## config.mk

```make
export PLATFORM = sky130hd
export DESIGN_NAME = mips_mc_controller_flat
export DESIGN_NICKNAME = d
export VERILOG_FILES = /design/src/rtl/mips_mc_controller_if.sv /design/src/rtl/mips_mc_controller.sv /design/src/flat_wrapper.sv
export SDC_FILE = /design/constraint.sdc
export NUM_CORES = 1
export LEC_CHECK = 0
export ABC_AREA = 1
export ABC_CLOCK_PERIOD_IN_PS = 3600
export BUFFER_PORTS_ARGS = -buffer_cell sky130_fd_sc_hd__clkbuf_2
export CAP_MARGIN = 20
export CORE_MARGIN = 4
export CORE_UTILIZATION = 45
export DETAILED_ROUTE_END_ITERATION = 10
export PLACE_DENSITY_LB_ADDON = 0.08
export REMOVE_ABC_BUFFERS = 1
export SETUP_SLACK_MARGIN = 0.1
export SLEW_MARGIN = 20
export SYNTH_ARGS = -nofsm -noshare
export SYNTH_HDL_FRONTEND = slang
export SYNTH_SLANG_ARGS = --single-unit
```

## constraint.sdc

```tcl
create_clock -name clk -period 3.6 [get_ports clk]
set_input_delay 0.54 -clock clk [delete_from_list [all_inputs] [get_ports clk]]
set_output_delay 0.54 -clock clk [all_outputs]
set_load 0.005 [all_outputs]
```

## src/rtl/mips_mc_controller_if.sv

```systemverilog
// +-----------------------------------------------------------------------------
// | mips_mc_controller_if : instruction fields in, datapath controls out
// | Rev 1.0
// +-----------------------------------------------------------------------------
`default_nettype none

interface mips_mc_controller_if;
  logic [5:0] op;
  logic [5:0] funct;
  logic       zero;
  logic [2:0] ALUControl;
  logic       ALUSrcA;
  logic [1:0] ALUSrcB;
  logic [1:0] PCSrc;
  logic       IorD;
  logic       IRWrite;
  logic       MemWrite;
  logic       RegWrite;
  logic       RegDst;
  logic       MemtoReg;
  logic       PCEn;
  logic [3:0] state;

  modport master (
    input  op, funct, zero,
    output ALUControl, ALUSrcA, ALUSrcB, PCSrc, IorD, IRWrite,
           MemWrite, RegWrite, RegDst, MemtoReg, PCEn, state
  );

  modport slave (
    output op, funct, zero,
    input  ALUControl, ALUSrcA, ALUSrcB, PCSrc, IorD, IRWrite,
           MemWrite, RegWrite, RegDst, MemtoReg, PCEn, state
  );
endinterface

`default_nettype wire

```

## src/rtl/mips_mc_controller.sv

```systemverilog
// +-----------------------------------------------------------------------------
// | mips_mc_controller : multicycle MIPS control FSM with ALU control decode
// | Rev 1.0
// +-----------------------------------------------------------------------------
`default_nettype none

module mips_mc_controller (
  input  logic                         clk,
  input  logic                         rst_n,
  mips_mc_controller_if.master         bus
);

  typedef enum logic [3:0] {
    S_FETCH   = 4'd0,
    S_DECODE  = 4'd1,
    S_MEMADR  = 4'd2,
    S_MEMRD   = 4'd3,
    S_MEMWB   = 4'd4,
    S_MEMWR   = 4'd5,
    S_EXECUTE = 4'd6,
    S_ALUWB   = 4'd7,
    S_BRANCH  = 4'd8,
    S_ADDIEX  = 4'd9,
    S_ADDIWB  = 4'd10,
    S_JUMP    = 4'd11
  } state_e;

  localparam logic [5:0] OP_RTYPE = 6'b000000;
  localparam logic [5:0] OP_LW    = 6'b100011;
  localparam logic [5:0] OP_SW    = 6'b101011;
  localparam logic [5:0] OP_BEQ   = 6'b000100;
  localparam logic [5:0] OP_ADDI  = 6'b001000;
  localparam logic [5:0] OP_J     = 6'b000010;

  state_e     state_q, state_d;
  logic [1:0] alu_op;
  logic [2:0] alu_ctrl;
  logic       pc_write, branch;
  logic       alu_src_a, ir_write, mem_write, reg_write, reg_dst, mem_to_reg, i_or_d;
  logic [1:0] alu_src_b, pc_src;

  always_ff @(posedge clk or negedge rst_n) begin
    if (!rst_n) state_q <= S_FETCH;
    else        state_q <= state_d;
  end

  always_comb begin
    state_d    = S_FETCH;
    alu_op     = 2'b00;
    alu_src_a  = 1'b0;
    alu_src_b  = 2'b00;
    pc_src     = 2'b00;
    i_or_d     = 1'b0;
    ir_write   = 1'b0;
    mem_write  = 1'b0;
    reg_write  = 1'b0;
    reg_dst    = 1'b0;
    mem_to_reg = 1'b0;
    pc_write   = 1'b0;
    branch     = 1'b0;
    case (state_q)
      S_FETCH: begin
        alu_src_b = 2'b01;
        ir_write  = 1'b1;
        pc_write  = 1'b1;
        state_d   = S_DECODE;
      end
      S_DECODE: begin
        alu_src_b = 2'b11;
        case (bus.op)
          OP_LW, OP_SW: state_d = S_MEMADR;
          OP_RTYPE:     state_d = S_EXECUTE;
          OP_BEQ:       state_d = S_BRANCH;
          OP_ADDI:      state_d = S_ADDIEX;
          OP_J:         state_d = S_JUMP;
          default:      state_d = S_FETCH;
        endcase
      end
      S_MEMADR: begin
        alu_src_a = 1'b1;
        alu_src_b = 2'b10;
        state_d   = (bus.op == OP_LW) ? S_MEMRD : S_MEMWR;
      end
      S_MEMRD: begin
        i_or_d  = 1'b1;
        state_d = S_MEMWB;
      end
      S_MEMWB: begin
        mem_to_reg = 1'b1;
        reg_write  = 1'b1;
      end
      S_MEMWR: begin
        i_or_d    = 1'b1;
        mem_write = 1'b1;
      end
      S_EXECUTE: begin
        alu_src_a = 1'b1;
        alu_op    = 2'b10;
        state_d   = S_ALUWB;
      end
      S_ALUWB: begin
        reg_dst   = 1'b1;
        reg_write = 1'b1;
      end
      S_BRANCH: begin
        alu_src_a = 1'b1;
        alu_op    = 2'b01;
        pc_src    = 2'b01;
        branch    = 1'b1;
      end
      S_ADDIEX: begin
        alu_src_a = 1'b1;
        alu_src_b = 2'b10;
        state_d   = S_ADDIWB;
      end
      S_ADDIWB: begin
        reg_write = 1'b1;
      end
      S_JUMP: begin
        pc_src   = 2'b10;
        pc_write = 1'b1;
      end
      default: state_d = S_FETCH;
    endcase
  end

  // ALUOp 11 is never produced; it falls through to ADD like unknown functs.
  always_comb begin
    alu_ctrl = 3'b010;
    case (alu_op)
      2'b01: alu_ctrl = 3'b110;
      2'b10: begin
        case (bus.funct)
          6'b100010: alu_ctrl = 3'b110;
          6'b100100: alu_ctrl = 3'b000;
          6'b100101: alu_ctrl = 3'b001;
          6'b101010: alu_ctrl = 3'b111;
          default:   alu_ctrl = 3'b010;
        endcase
      end
      default: alu_ctrl = 3'b010;
    endcase
  end

  assign bus.ALUControl = alu_ctrl;
  assign bus.ALUSrcA    = alu_src_a;
  assign bus.ALUSrcB    = alu_src_b;
  assign bus.PCSrc      = pc_src;
  assign bus.IorD       = i_or_d;
  assign bus.IRWrite    = ir_write;
  assign bus.MemWrite   = mem_write;
  assign bus.RegWrite   = reg_write;
  assign bus.RegDst     = reg_dst;
  assign bus.MemtoReg   = mem_to_reg;
  assign bus.PCEn       = pc_write | (branch & bus.zero);
  assign bus.state      = state_q;

endmodule

`default_nettype wire

```

## src/flat_wrapper.sv

```systemverilog
// flat-port wrapper written by rule: the top's interface ports become plain ports
module mips_mc_controller_flat 
  (clk, rst_n, bus_op, bus_funct, bus_zero, bus_ALUControl, bus_ALUSrcA, bus_ALUSrcB, bus_PCSrc, bus_IorD, bus_IRWrite, bus_MemWrite, bus_RegWrite, bus_RegDst, bus_MemtoReg, bus_PCEn, bus_state);
  mips_mc_controller_if bus_i ();
  input  logic clk;
  input  logic rst_n;
  input wire logic [$bits(bus_i.op)-1:0] bus_op;
  input wire logic [$bits(bus_i.funct)-1:0] bus_funct;
  input wire logic [$bits(bus_i.zero)-1:0] bus_zero;
  output wire logic [$bits(bus_i.ALUControl)-1:0] bus_ALUControl;
  output wire logic [$bits(bus_i.ALUSrcA)-1:0] bus_ALUSrcA;
  output wire logic [$bits(bus_i.ALUSrcB)-1:0] bus_ALUSrcB;
  output wire logic [$bits(bus_i.PCSrc)-1:0] bus_PCSrc;
  output wire logic [$bits(bus_i.IorD)-1:0] bus_IorD;
  output wire logic [$bits(bus_i.IRWrite)-1:0] bus_IRWrite;
  output wire logic [$bits(bus_i.MemWrite)-1:0] bus_MemWrite;
  output wire logic [$bits(bus_i.RegWrite)-1:0] bus_RegWrite;
  output wire logic [$bits(bus_i.RegDst)-1:0] bus_RegDst;
  output wire logic [$bits(bus_i.MemtoReg)-1:0] bus_MemtoReg;
  output wire logic [$bits(bus_i.PCEn)-1:0] bus_PCEn;
  output wire logic [$bits(bus_i.state)-1:0] bus_state;
  assign bus_i.op = bus_op;
  assign bus_i.funct = bus_funct;
  assign bus_i.zero = bus_zero;
  assign bus_ALUControl = bus_i.ALUControl;
  assign bus_ALUSrcA = bus_i.ALUSrcA;
  assign bus_ALUSrcB = bus_i.ALUSrcB;
  assign bus_PCSrc = bus_i.PCSrc;
  assign bus_IorD = bus_i.IorD;
  assign bus_IRWrite = bus_i.IRWrite;
  assign bus_MemWrite = bus_i.MemWrite;
  assign bus_RegWrite = bus_i.RegWrite;
  assign bus_RegDst = bus_i.RegDst;
  assign bus_MemtoReg = bus_i.MemtoReg;
  assign bus_PCEn = bus_i.PCEn;
  assign bus_state = bus_i.state;
  mips_mc_controller u_core (.clk(clk), .rst_n(rst_n), .bus(bus_i));
endmodule
```

==> results of run 1 <==
[cell families after synthesis]
family / count (synthesis) / synth area share
flops: 4 / 0.157
compound gates: 6 / 0.0626
simple gates: 72 / 0.546
fa+ha+maj: 3 / 0.0587
buf+inv: 30 / 0.176
[per-stage QoR]
| stage | util | instances |
|---|---|---|
| after floorplan | - | 115 |
| after global placement | 0.625 | 163 |
| after detailed placement | 0.625 | 163 |
| after CTS | 0.642 | 166 |
| after global routing | 0.642 | 166 |
| final | 0.642 | 166 |
[critical path, stage by stage (launching register included)]
cell	delay (ns)
dfrtp_1	0.45
inv_2	0.09
nand2_2	0.09
nor2_4	0.19
inv_1	0.09
ha_1	0.32
nor2_1	0.13
a21boi_0	0.19
clkbuf_2	0.14
[cell type report]
class | count | area (um2)
fill | 138 | 472
multi-input combinational | 81 | 427
timing repair buffer | 33 | 165
inverter | 30 | 113
sequential | 4 | 100
clock buffer | 3 | 22.5
tap | 15 | 18.8
[cells in the mapped netlist]
library cell  instances
a21oi_2               1
nand2_4               1
o21ai_0               1
dfrtp_1               4
nand3_1              14
nor2_1               24
nor2_2                1
a21boi_0              1
ha_1                  3
nand3b_1              1
a21oi_1               1
inv_2                 4
o22ai_1               1
nand2_2               4
nand2_1              22
inv_1                26
o211ai_1              1
nor2_4                5
[power groups by stage]
stage / Clock, W / Sequential [W] / Combinational [W]
after floorplan: 0 / 0.0000748 / 0.000139
after global placement: 0 / 0.0000739 / 0.000217
after detailed placement: 0 / 0.0000761 / 0.000218
after CTS: 0.0000587 / 0.0000756 / 0.000219
after global routing: 0.0000604 / 0.0000775 / 0.000243
final: 0.0000569 / 0.0000759 / 0.000217
[layer usage]
| layer | wire length, um | vias to the layer above |
|---|---|---|
| met2 | 805 | 19 |
| met5 | 0 | - |
| met3 | 87 | 4 |
| met4 | 20 | 0 |
| met1 | 643 | 344 |
| li1 | - | 415 |
[worst max path at each step]
stage                             start                 to  slack (ns)  depth (start not counted)
finish              u_core.bus.state[0]  bus_ALUControl[0]        1.14                          8
detailed placement  u_core.bus.state[0]  bus_ALUControl[0]        1.39                          8
global route        u_core.bus.state[0]  bus_ALUControl[2]        0.97                          9
global placement    u_core.bus.state[0]  bus_ALUControl[0]        1.46                          8
CTS                 u_core.bus.state[0]  bus_ALUControl[0]        1.12                          8
floorplan           u_core.bus.state[0]  bus_ALUControl[0]        1.58                          7
==> metrics.yaml, run 1 <==
status:
  status: "finished clean"
clock_network:
  clock_latency_ns: 0.24
  cts_htree_levels: 1
  cts_max_path_buffers: 2
  root_buffer_master: "clkbuf_4"
  cts_hold_repair.buffers: 0
  number_of_buffers_added_by_the_clock_tree_synthesis_step: 3
  cts_repair_resize_count: 0
  cts.clk_slew.worst_paths_ns: 0.04
  cts_tree: "yes"
  numClockSinks: 4
  post-cts-setup-buffer-count: 0
power:
  power.share.sequential: 0.217
  vdd_drop_max_mv: 0.286
  power_density_mw_per_mm2: 414
  power_w: 0.000350
  total_switching_power_w: 0.000169
  sw_frac_of_total: 0.482
  internal_power_of_the_cells_w: 0.000181
  share_clk_of_total_power: 0.162
  p_comb_frac: 0.621
  cellLeakagePower_nw: 0.527
timing:
  clock.fmax_ghz: 0.406
  rsz0062_at_grt: "false"
  min_period_over_period: 0.684
  maxSlewViolCount: 0
  worst_hold_slack_ns: 0.0943
  period_minus_slack_ns: 2.46
  setup_total_negative_slack_ns: 0
  timing_hold_violations_final: 0
  worst_clock_skew_ns: 0.00816
  setup-violations-final: 0
  slew_headroom: 0.811
  transition_time_of_the_tightest_slew_check_pin_ns: 0.282
  timing.final.ws_setup_ns: 1.14
cells_and_area:
  antenna_cells_inserted: 0
  largest_reg_flops: 4
  final_design_area_no_fill_um2: 846
  area_growth_syn_to_fin_pct: 32.3
  most_common_cell_after_layout_fill_and_taps_aside: "clkbuf_2"
  layout.nets: 171
  layout.cells.most_common_list: "clkbuf_2 (33), inv_1 (26), nor2_1 (24)"
  proportion_of_layout_cells_with_a_drive_suffix_above_1: 0.344
logic_synthesis:
  yosys.area.top_type_share: 0.157
  yosys-top-cells-area: "dfrtp_1 (16%), inv_1 (15%), nor2_1 (14%)"
  yosys_warnings: 0
  synth_top_cell_by_area: "dfrtp_1"
  synth.yosys.seq_area_share: 0.157
  yosys_register_bits: 4
  yosys.cell_types.count: 18
  syn-instance-count: 115
  synth.avg_cell_area_um2: 5.56
  synth.cell_area_um2: 639
setup_path:
  worstPathMaxFanout: 5
  critPathRequiredTime_ns: 3.06
  reg2reg_slack_ns: 2.52
  crit_path_start_kind: "register"
  worstSetupEndpointType: "output pin"
  worst_r2r_path_depth: 7
  worst_ep_arrival_time_ns: 1.92
  r2r_start: "u_core.bus.state[1]"
  path_class: "register to output pin"
  rr_endpoint: "u_core.bus.state[3]"
floorplanning:
  initial_core_util: 0.485
  die_y_um: 45.7
  die_area_mm2: 0.00209
  num_rows: 13
  die_w_um: 45.7
  core_region_area_mm2: 0.00132
  num_io_pins: 34
global_route:
  global_route_met2_usage: 0.295
  gr-max-usage-layer: "met2"
  maximum_number_of_pins_on_one_net_before_global_route_repair: 7
  first_global_vias: 697
  grt.met3_usage: 0.0119
  grt_first_pass_wirelength_um: 2620
  grt_antenna_before_repair: 0
  gr-usage-met1: 0.198
  grt_util_all_layers: 0.171
  globalRoute.totalOverflow: 0
run:
  max_cap_viol_count: 0
drt:
  route.final.wire_length_um: 1560
  post-route-drc-count: 0
  drt_pass1_iterations: 4
  vias: 782
  avgViaCountPerCell: 4.71
  route.detailed.wl_per_inst_um: 9.37
  drtIter0Drc: 15
  drtAntennaViolNets: 0
placed_design:
  post_dp_cell_area_um2: 823
  io_buffers: 33
  gp_congestion: 0.751
  hpwlAfterDp_um: 1350
  placement.setup.worst_slack_ns: 1.39
min_path:
  min_delay_path_class: "input pin to asynchronous set/reset pin"
(Power assumes the default switching activity.)
==> inputs of run 2 (changes only) <==
--- a/config.mk
+++ b/config.mk
@@ -5,12 +5,12 @@
 export SDC_FILE = /design/constraint.sdc
 export NUM_CORES = 1
 export LEC_CHECK = 0
-export ABC_AREA = 1
-export ABC_CLOCK_PERIOD_IN_PS = 3600
+export ABC_AREA = 0
+export ABC_CLOCK_PERIOD_IN_PS = 2250
 export BUFFER_PORTS_ARGS = -buffer_cell sky130_fd_sc_hd__clkbuf_2
 export CAP_MARGIN = 20
 export CORE_MARGIN = 4
-export CORE_UTILIZATION = 45
+export CORE_UTILIZATION = 37
 export DETAILED_ROUTE_END_ITERATION = 10
 export PLACE_DENSITY_LB_ADDON = 0.08
 export REMOVE_ABC_BUFFERS = 1
==> constraint.sdc (replaced) <==
create_clock -name clk -period 2.25 [get_ports clk]
set_input_delay 0.3375 -clock clk [delete_from_list [all_inputs] [get_ports clk]]
set_output_delay 0.3375 -clock clk [all_outputs]
set_load 0.005 [all_outputs]
==> metrics.yaml, run 2 <==
logic_synthesis:
  synth.yosys.seq_area_share: 0.183  # was 0.157
  synth_top_cell_by_area: "dfrtp_1"  # unchanged
  yosys_warnings: 0  # unchanged
  async_reset_ff_frac: 1.00  # unchanged
  yosys_register_bits: 4  # unchanged
  yosys-top-cells-area: "dfrtp_1 (18%), nor3_1 (7.3%), ha_1 (6.8%)"  # was dfrtp_1 (16%), inv_1 (15%), nor2_1 (14%)
  synthFlopType: "dfrtp_1"  # unchanged
  syn-instance-count: 75  # was 115
  synth.avg_cell_area_um2: 7.31  # was 5.56 um2
  synth_commonest_cells: "nor2_1 (9), nor3_1 (8), buf_2 (4), dfrtp_1 (4), nand2_1 (4)"  # was inv_1 (26), nor2_1 (24), nand2_1 (22)
  synth_edf_count: 0  # unchanged
  yosys.area.top_type_share: 0.183  # was 0.157
  synth_most_common_cell: "nor2_1"  # was inv_1
  yosys.cell_types.count: 34  # was 18
  synth.cell_area_um2: 548  # was 639 um2
cells_and_area:
  proportion_of_layout_cells_with_a_drive_suffix_above_1: 0.496  # was 0.344
  area_growth_syn_to_fin_pct: 53.2  # was 32.3%
  antenna_cells_inserted: 0  # unchanged
  nFillCells: 119  # was 138
  most_common_cell_after_layout_fill_and_taps_aside: "clkbuf_2"  # unchanged
  layout.cells.most_common_list: "clkbuf_2 (31), nor2_1 (9), buf_4 (6)"  # was clkbuf_2 (33), inv_1 (26), nor2_1 (24)
  finalNonFillerCells: 128  # was 166
  layout.nets: 133  # was 171
  largest_reg_flops: 4  # unchanged
setup_path:
  critical_path.top_delay_family: "simple AND/OR/NAND/NOR gates"  # was flip-flops
  cpMaxStageDelayCell: "or3b_4"  # was dfrtp_1
  worstSetupEndpointType: "output pin"  # unchanged
  critPathRequiredTime_ns: 1.91  # was 3.06 ns
  crit_path_start_kind: "register"  # unchanged
  worst_ep_arrival_time_ns: 1.76  # was 1.92 ns
  path_class: "register to output pin"  # unchanged
  max_stage_delay_ns: 0.43  # was 0.45 ns
  critPathBufInv: 1  # was 3
  worstPathMaxFanout: 3  # was 5
  worstPathCellList: "nand2b_4 > or3b_4 > ha_4 > a211o_1 > buf_2"  # was inv_2 > nand2_2 > nor2_4 > inv_1 > ha_1 > nor2_1 > a21boi_0 > clkbuf_2
drt:
  vias: 725  # was 782
  route.detailed.wl_per_inst_um: 13.2  # was 9.37 um
  drtAntennaViolNets: 0  # unchanged
  post-route-drc-count: 0  # unchanged
  drtIter0Drc: 16  # was 15
  avgViaCountPerCell: 5.66  # was 4.71
  drt_pass1_iterations: 4  # unchanged
  route.final.wire_length_um: 1690  # was 1560 um
power:
  vdd_drop_max_mv: 0.304  # was 0.286 mV
  cellLeakagePower_nw: 0.385  # was 0.527 nW
  power_density_mw_per_mm2: 687  # was 414 mW/mm2
timing:
  setup-violations-final: 0  # unchanged
  rsz0062_at_grt: "true"  # was false
  min_period_over_period: 0.931
  period_minus_slack_ns: 2.10
  setup_total_negative_slack_ns: 0  # unchanged
  clock.fmax_ghz: 0.477
  transition_time_of_the_tightest_slew_check_pin_ns: 0.282  # about the same
  worst_clock_skew_ns: 0.0102  # was 0.00816 ns
  maxSlewViolCount: 0  # unchanged
  timing_hold_violations_final: 0  # unchanged
  slew_headroom: 0.811  # about the same
placed_design:
  gp_congestion: 0.756  # was 0.751
  io_buffers: 33  # unchanged
  hpwlAfterDp_um: 1240  # was 1350 um
  numPlacedInstances: 122  # was 163
clock_network:
  cts_htree_levels: 1  # unchanged
  clock_latency_ns: 0.24  # about the same
  root_buffer_master: "clkbuf_4"  # unchanged
  cts_tree: "yes"  # unchanged
  numClockSinks: 4  # unchanged
  cts.clk_slew.worst_paths_ns: 0.05  # was 0.04 ns
  number_of_buffers_added_by_the_clock_tree_synthesis_step: 3  # unchanged
  cts_max_path_buffers: 2  # unchanged
global_route:
  grt_util_all_layers: 0.166  # was 0.171
  grt_antenna_before_repair: 0  # unchanged
  grt_first_pass_wirelength_um: 2660  # was 2620 um
  globalRoute.totalOverflow: 0  # unchanged
  first_global_vias: 612  # was 697
  maximum_number_of_pins_on_one_net_before_global_route_repair: 15  # was 7
floorplanning:
  die_w_um: 46.5  # was 45.7 um
  die_area_mm2: 0.00216  # was 0.00209 mm2
  initial_core_util: 0.406  # was 0.485
  core_region_area_mm2: 0.00135  # was 0.00132 mm2
  die_y_um: 46.5  # was 45.7 um
  num_rows: 13  # unchanged
  num_io_pins: 34  # unchanged
status:
  status: "finished clean"  # unchanged
run:
  max_cap_viol_count: 0  # unchanged
min_path:
  min_delay_path_class: "input pin to register"  # was input pin to asynchronous set/reset pin
[run 2: changes by cell type after synthesis, moves of 4 or more]
cell	delta
inv_1	-24
nand3_1	-11
nor2_1	-15
nor3_1	+8
nand2_2	-4
nand2_1	-18
buf_2	+4
nor2_4	-5
[run 2: final timing paths]
path                                        to                start  slack, ns  cells past startpoint
max                          bus_ALUControl[1]  u_core.bus.state[3]       0.15                      5
min                        u_core.bus.state[2]            bus_op[1]       0.38                      2
max in group asynchronous  u_core.bus.state[1]                rst_n       1.66                      2
min reg2reg                u_core.bus.state[0]  u_core.bus.state[3]       0.66                      2
min in group asynchronous  u_core.bus.state[2]                rst_n       0.44                      2
max reg2reg                u_core.bus.state[2]  u_core.bus.state[1]       0.86                      4
[run 2: stage by stage]
step | area, um2 | worst slack (ns) | total power (W) | util | hold WS, ns
CTS | 783 | 0.104 | 0.000549 | 0.580 | 0.375
finish | 840 | 0.154 | 0.000577 | 0.622 | 0.381
detailed placement | 731 | 0.250 | 0.000444 | 0.541 | 0.152
floorplan | 517 | 0.217 | 0.000287 | - | 0.0419
global placement | 731 | 0.284 | 0.000442 | 0.541 | 0.148
global route | 840 | 0.102 | 0.000625 | 0.622 | 0.390
[run 2: logic make-up (layout without fill, tap and decap cells)]
logic type	after synthesis	count (layout)	share of synthesized area
compound gates	17	17	0.208
xor+xnor	3	3	0.0480
fa+ha+maj	3	3	0.0685
buf+inv	8	46	0.0776
flops	4	4	0.183
mux	1	1	0.0205
simple gates	39	39	0.395
[run 2: worst register-to-register path, cell delays in order, from the launching register on]
cell and delay [ns]:
dfrtp_2 0.44, buf_4 0.20, and2b_1 0.26, nand4_1 0.13
o32ai_1 0.27
[run 2: final cells by class]
cell class	instances	area, um2	area share
Clock buffer	3	22.5	0.0268
Inverter	3	11.3	0.0134
Multi-Input combinational cell	63	464	0.553
Sequential cell	4	103	0.122
Tap cell	15	18.8	0.0224
Timing Repair Buffer	40	220	0.262
[run 2: power by group]
group | switching, W | internal, W
Sequential | 0.0000309 | 0.0000914
Combinational | 0.000192 | 0.000169
Clock | 0.0000337 | 0.0000600
Total | 0.000256 | 0.000320
[run 2: metal layers]
layer  up-vias  wire length (um)  GRT usage
li1        353                 -          -
met1       338               724      0.218
met2        32               831      0.283
met3         2               133     0.0469
met4         0                 5          0
met5         -                 0          0
[run 2: timing repair]
item,in CTS,in global routing
pin swaps,1,5
endpoints found under the setup margin,2,4
gates resized for setup,3,12
hold buffers,1,0
hold endpoints to repair,4,0
buffers inserted,0,2
==> inputs of run 3 (changes only) <==
--- a/config.mk
+++ b/config.mk
@@ -6,12 +6,12 @@
 export NUM_CORES = 1
 export LEC_CHECK = 0
 export ABC_AREA = 0
-export ABC_CLOCK_PERIOD_IN_PS = 2250
 export BUFFER_PORTS_ARGS = -buffer_cell sky130_fd_sc_hd__clkbuf_2
 export CAP_MARGIN = 20
-export CORE_MARGIN = 4
-export CORE_UTILIZATION = 37
+export CORE_AREA = 4 4 41 43
 export DETAILED_ROUTE_END_ITERATION = 10
+export DIE_AREA = 0 0 45 47
+export GPL_TIMING_DRIVEN = 0
 export PLACE_DENSITY_LB_ADDON = 0.08
 export REMOVE_ABC_BUFFERS = 1
 export SETUP_SLACK_MARGIN = 0.1
==> constraint.sdc (replaced) <==
create_clock -name clk -period 2.5 [get_ports clk]
set_input_delay 0.375 -clock clk [delete_from_list [all_inputs] [get_ports clk]]
set_output_delay 0.375 -clock clk [all_outputs]
set_load 0.005 [all_outputs]
==> metrics.yaml, run 3 (synthesized netlist as in run 2, its figures left out) <==
global_route:
  globalRoute.totalOverflow: 0  # unchanged
  grt_util_all_layers: 0.154  # was 0.166
  first_global_vias: 580  # was 612
  grt_first_pass_wirelength_um: 2440  # was 2660 um
  grt_antenna_before_repair: 0  # unchanged
  maximum_number_of_pins_on_one_net_before_global_route_repair: 18  # was 15
timing:
  timing_hold_violations_final: 0  # unchanged
  setup-violations-final: 0  # unchanged
  maxSlewViolCount: 0  # unchanged
  rsz0062_at_grt: "false"  # was true
  clock.fmax_ghz: 0.436
  min_period_over_period: 0.917
  worst_clock_skew_ns: 0.000925  # was 0.0102 ns
  slew_headroom: 0.817  # was 0.811
  transition_time_of_the_tightest_slew_check_pin_ns: 0.274  # was 0.282 ns
  setup_total_negative_slack_ns: 0  # unchanged
  worst_hold_slack_ns: 0.399  # was 0.381 ns
  period_minus_slack_ns: 2.29
setup_path:
  cpMaxStageDelayCell: "or3b_4"  # unchanged
  critPathBufInv: 1  # unchanged
  worstSetupEndpointType: "output pin"  # unchanged
  crit_path_start_kind: "register"  # unchanged
  worstPathMaxFanout: 6  # was 3
  critical_path.top_delay_family: "simple AND/OR/NAND/NOR gates"  # unchanged
  worst_ep_arrival_time_ns: 1.92  # was 1.76 ns
  worstPathCellList: "nand2b_4 > or3b_4 > ha_1 > a211o_1 > clkbuf_2"  # was nand2b_4 > or3b_4 > ha_4 > a211o_1 > buf_2
  max_stage_delay_ns: 0.42  # was 0.43 ns
  critPathRequiredTime_ns: 2.12  # was 1.91 ns
  path_class: "register to output pin"  # unchanged
clock_network:
  cts_htree_levels: 1  # unchanged
  number_of_buffers_added_by_the_clock_tree_synthesis_step: 3  # unchanged
  root_buffer_master: "clkbuf_4"  # unchanged
  cts_tree: "yes"  # unchanged
  cts_max_path_buffers: 2  # unchanged
  clock_latency_ns: 0.23  # was 0.24 ns
  numClockSinks: 4  # unchanged
  cts.clk_slew.worst_paths_ns: 0.04  # was 0.05 ns
cells_and_area:
  antenna_cells_inserted: 0  # unchanged
  most_common_cell_after_layout_fill_and_taps_aside: "clkbuf_2"  # unchanged
  area_growth_syn_to_fin_pct: 38.8  # was 53.2%
  largest_reg_flops: 4  # unchanged
  proportion_of_layout_cells_with_a_drive_suffix_above_1: 0.427  # was 0.496
  finish.utilization: 0.585  # was 0.622
  layout.cells.most_common_list: "clkbuf_2 (33), nor2_1 (9), nor3_1 (8)"  # was clkbuf_2 (31), nor2_1 (9), buf_4 (6)
  final_design_area_no_fill_um2: 761  # was 840 um2
  layout.nets: 130  # was 133
floorplanning:
  core_region_area_mm2: 0.00130  # was 0.00135 mm2
  initial_core_util: 0.421  # was 0.406
  die_w_um: 45  # was 46.5 um
  num_rows: 13  # unchanged
  num_io_pins: 34  # unchanged
  die_area_mm2: 0.00212  # was 0.00216 mm2
  die_y_um: 47  # was 46.5 um
drt:
  route.detailed.wl_per_inst_um: 11.5  # was 13.2 um
  avgViaCountPerCell: 5.29  # was 5.66
  route.final.wire_length_um: 1440  # was 1690 um
  vias: 661  # was 725
  post-route-drc-count: 0  # unchanged
  drtIter0Drc: 9  # was 16
  drt_pass1_iterations: 4  # unchanged
  drtAntennaViolNets: 0  # unchanged
placed_design:
  io_buffers: 33  # unchanged
  hpwlAfterDp_um: 1050  # was 1240 um
  gp_congestion: 0.777  # was 0.756
  post_dp_cell_area_um2: 701  # was 731 um2
power:
  power_w: 0.000463  # was 0.000577 W
  power_density_mw_per_mm2: 609  # was 687 mW/mm2
  vdd_drop_max_mv: 0.234  # was 0.304 mV
  cellLeakagePower_nw: 0.358  # was 0.385 nW
min_path:
  min_delay_path_class: "input pin to register"  # unchanged
run:
  max_cap_viol_count: 0  # unchanged
status:
  status: "finished clean"  # unchanged
run 3: cell type report:
| cell class | count | area [um2] |
|---|---|---|
| Fill cell | 148 | 541 |
| Timing Repair Buffer | 37 | 198 |
| Multi-Input combinational cell | 63 | 405 |
| Sequential cell | 4 | 105 |
| Tap cell | 15 | 18.8 |
| Clock buffer | 3 | 22.5 |
| Inverter | 3 | 11.3 |
run 3: where the power goes:
part	internal (W)	switching [W]	total (W)
sequential	0.0000828	0.0000528	0.000136
clock	0.0000535	0.0000230	0.0000765
combinational	0.000128	0.000123	0.000251
total	0.000264	0.000199	0.000463
run 3: per-stage QoR:
step | setup WS, ns | instances
finish | 0.207 | 125
global route | 0.117 | 125
floorplan | 0.430 | 70
CTS | 0.111 | 123
detailed placement | 0.209 | 118
global placement | 0.228 | 118
run 3: metal layers:
metal  vias up  global-route usage  share of wire
li1        347                   -              -
met1       286               0.218           0.45
met2        28               0.240           0.46
met3         0             0.00766          0.092
met4         0              0.0702              0
met5         -                   0              0
run 3: worst paths after layout:
| check | from | endpoint | slack [ns] | cells after the start |
|---|---|---|---|---|
| worst max-delay path | u_core.bus.state[3] | bus_ALUControl[1] | 0.21 | 5 |
| worst min-delay path | bus_op[4] | u_core.bus.state[3] | 0.40 | 2 |
| worst max register to register | u_core.bus.state[1] | u_core.bus.state[2] | 1.21 | 3 |
| worst min register to register | u_core.bus.state[3] | u_core.bus.state[0] | 0.65 | 2 |
| max in group asynchronous | rst_n | u_core.bus.state[0] | 1.88 | 2 |
| min in group asynchronous | rst_n | u_core.bus.state[1] | 0.49 | 2 |
run 3: repair_timing:
action	4_1_cts	5_1_grt
setup endpoints to repair	2	3
hold buffers	1	0
gates resized for setup	3	1
hold endpoints to repair	4	0
buffers inserted	1	2
pin swaps	0	0
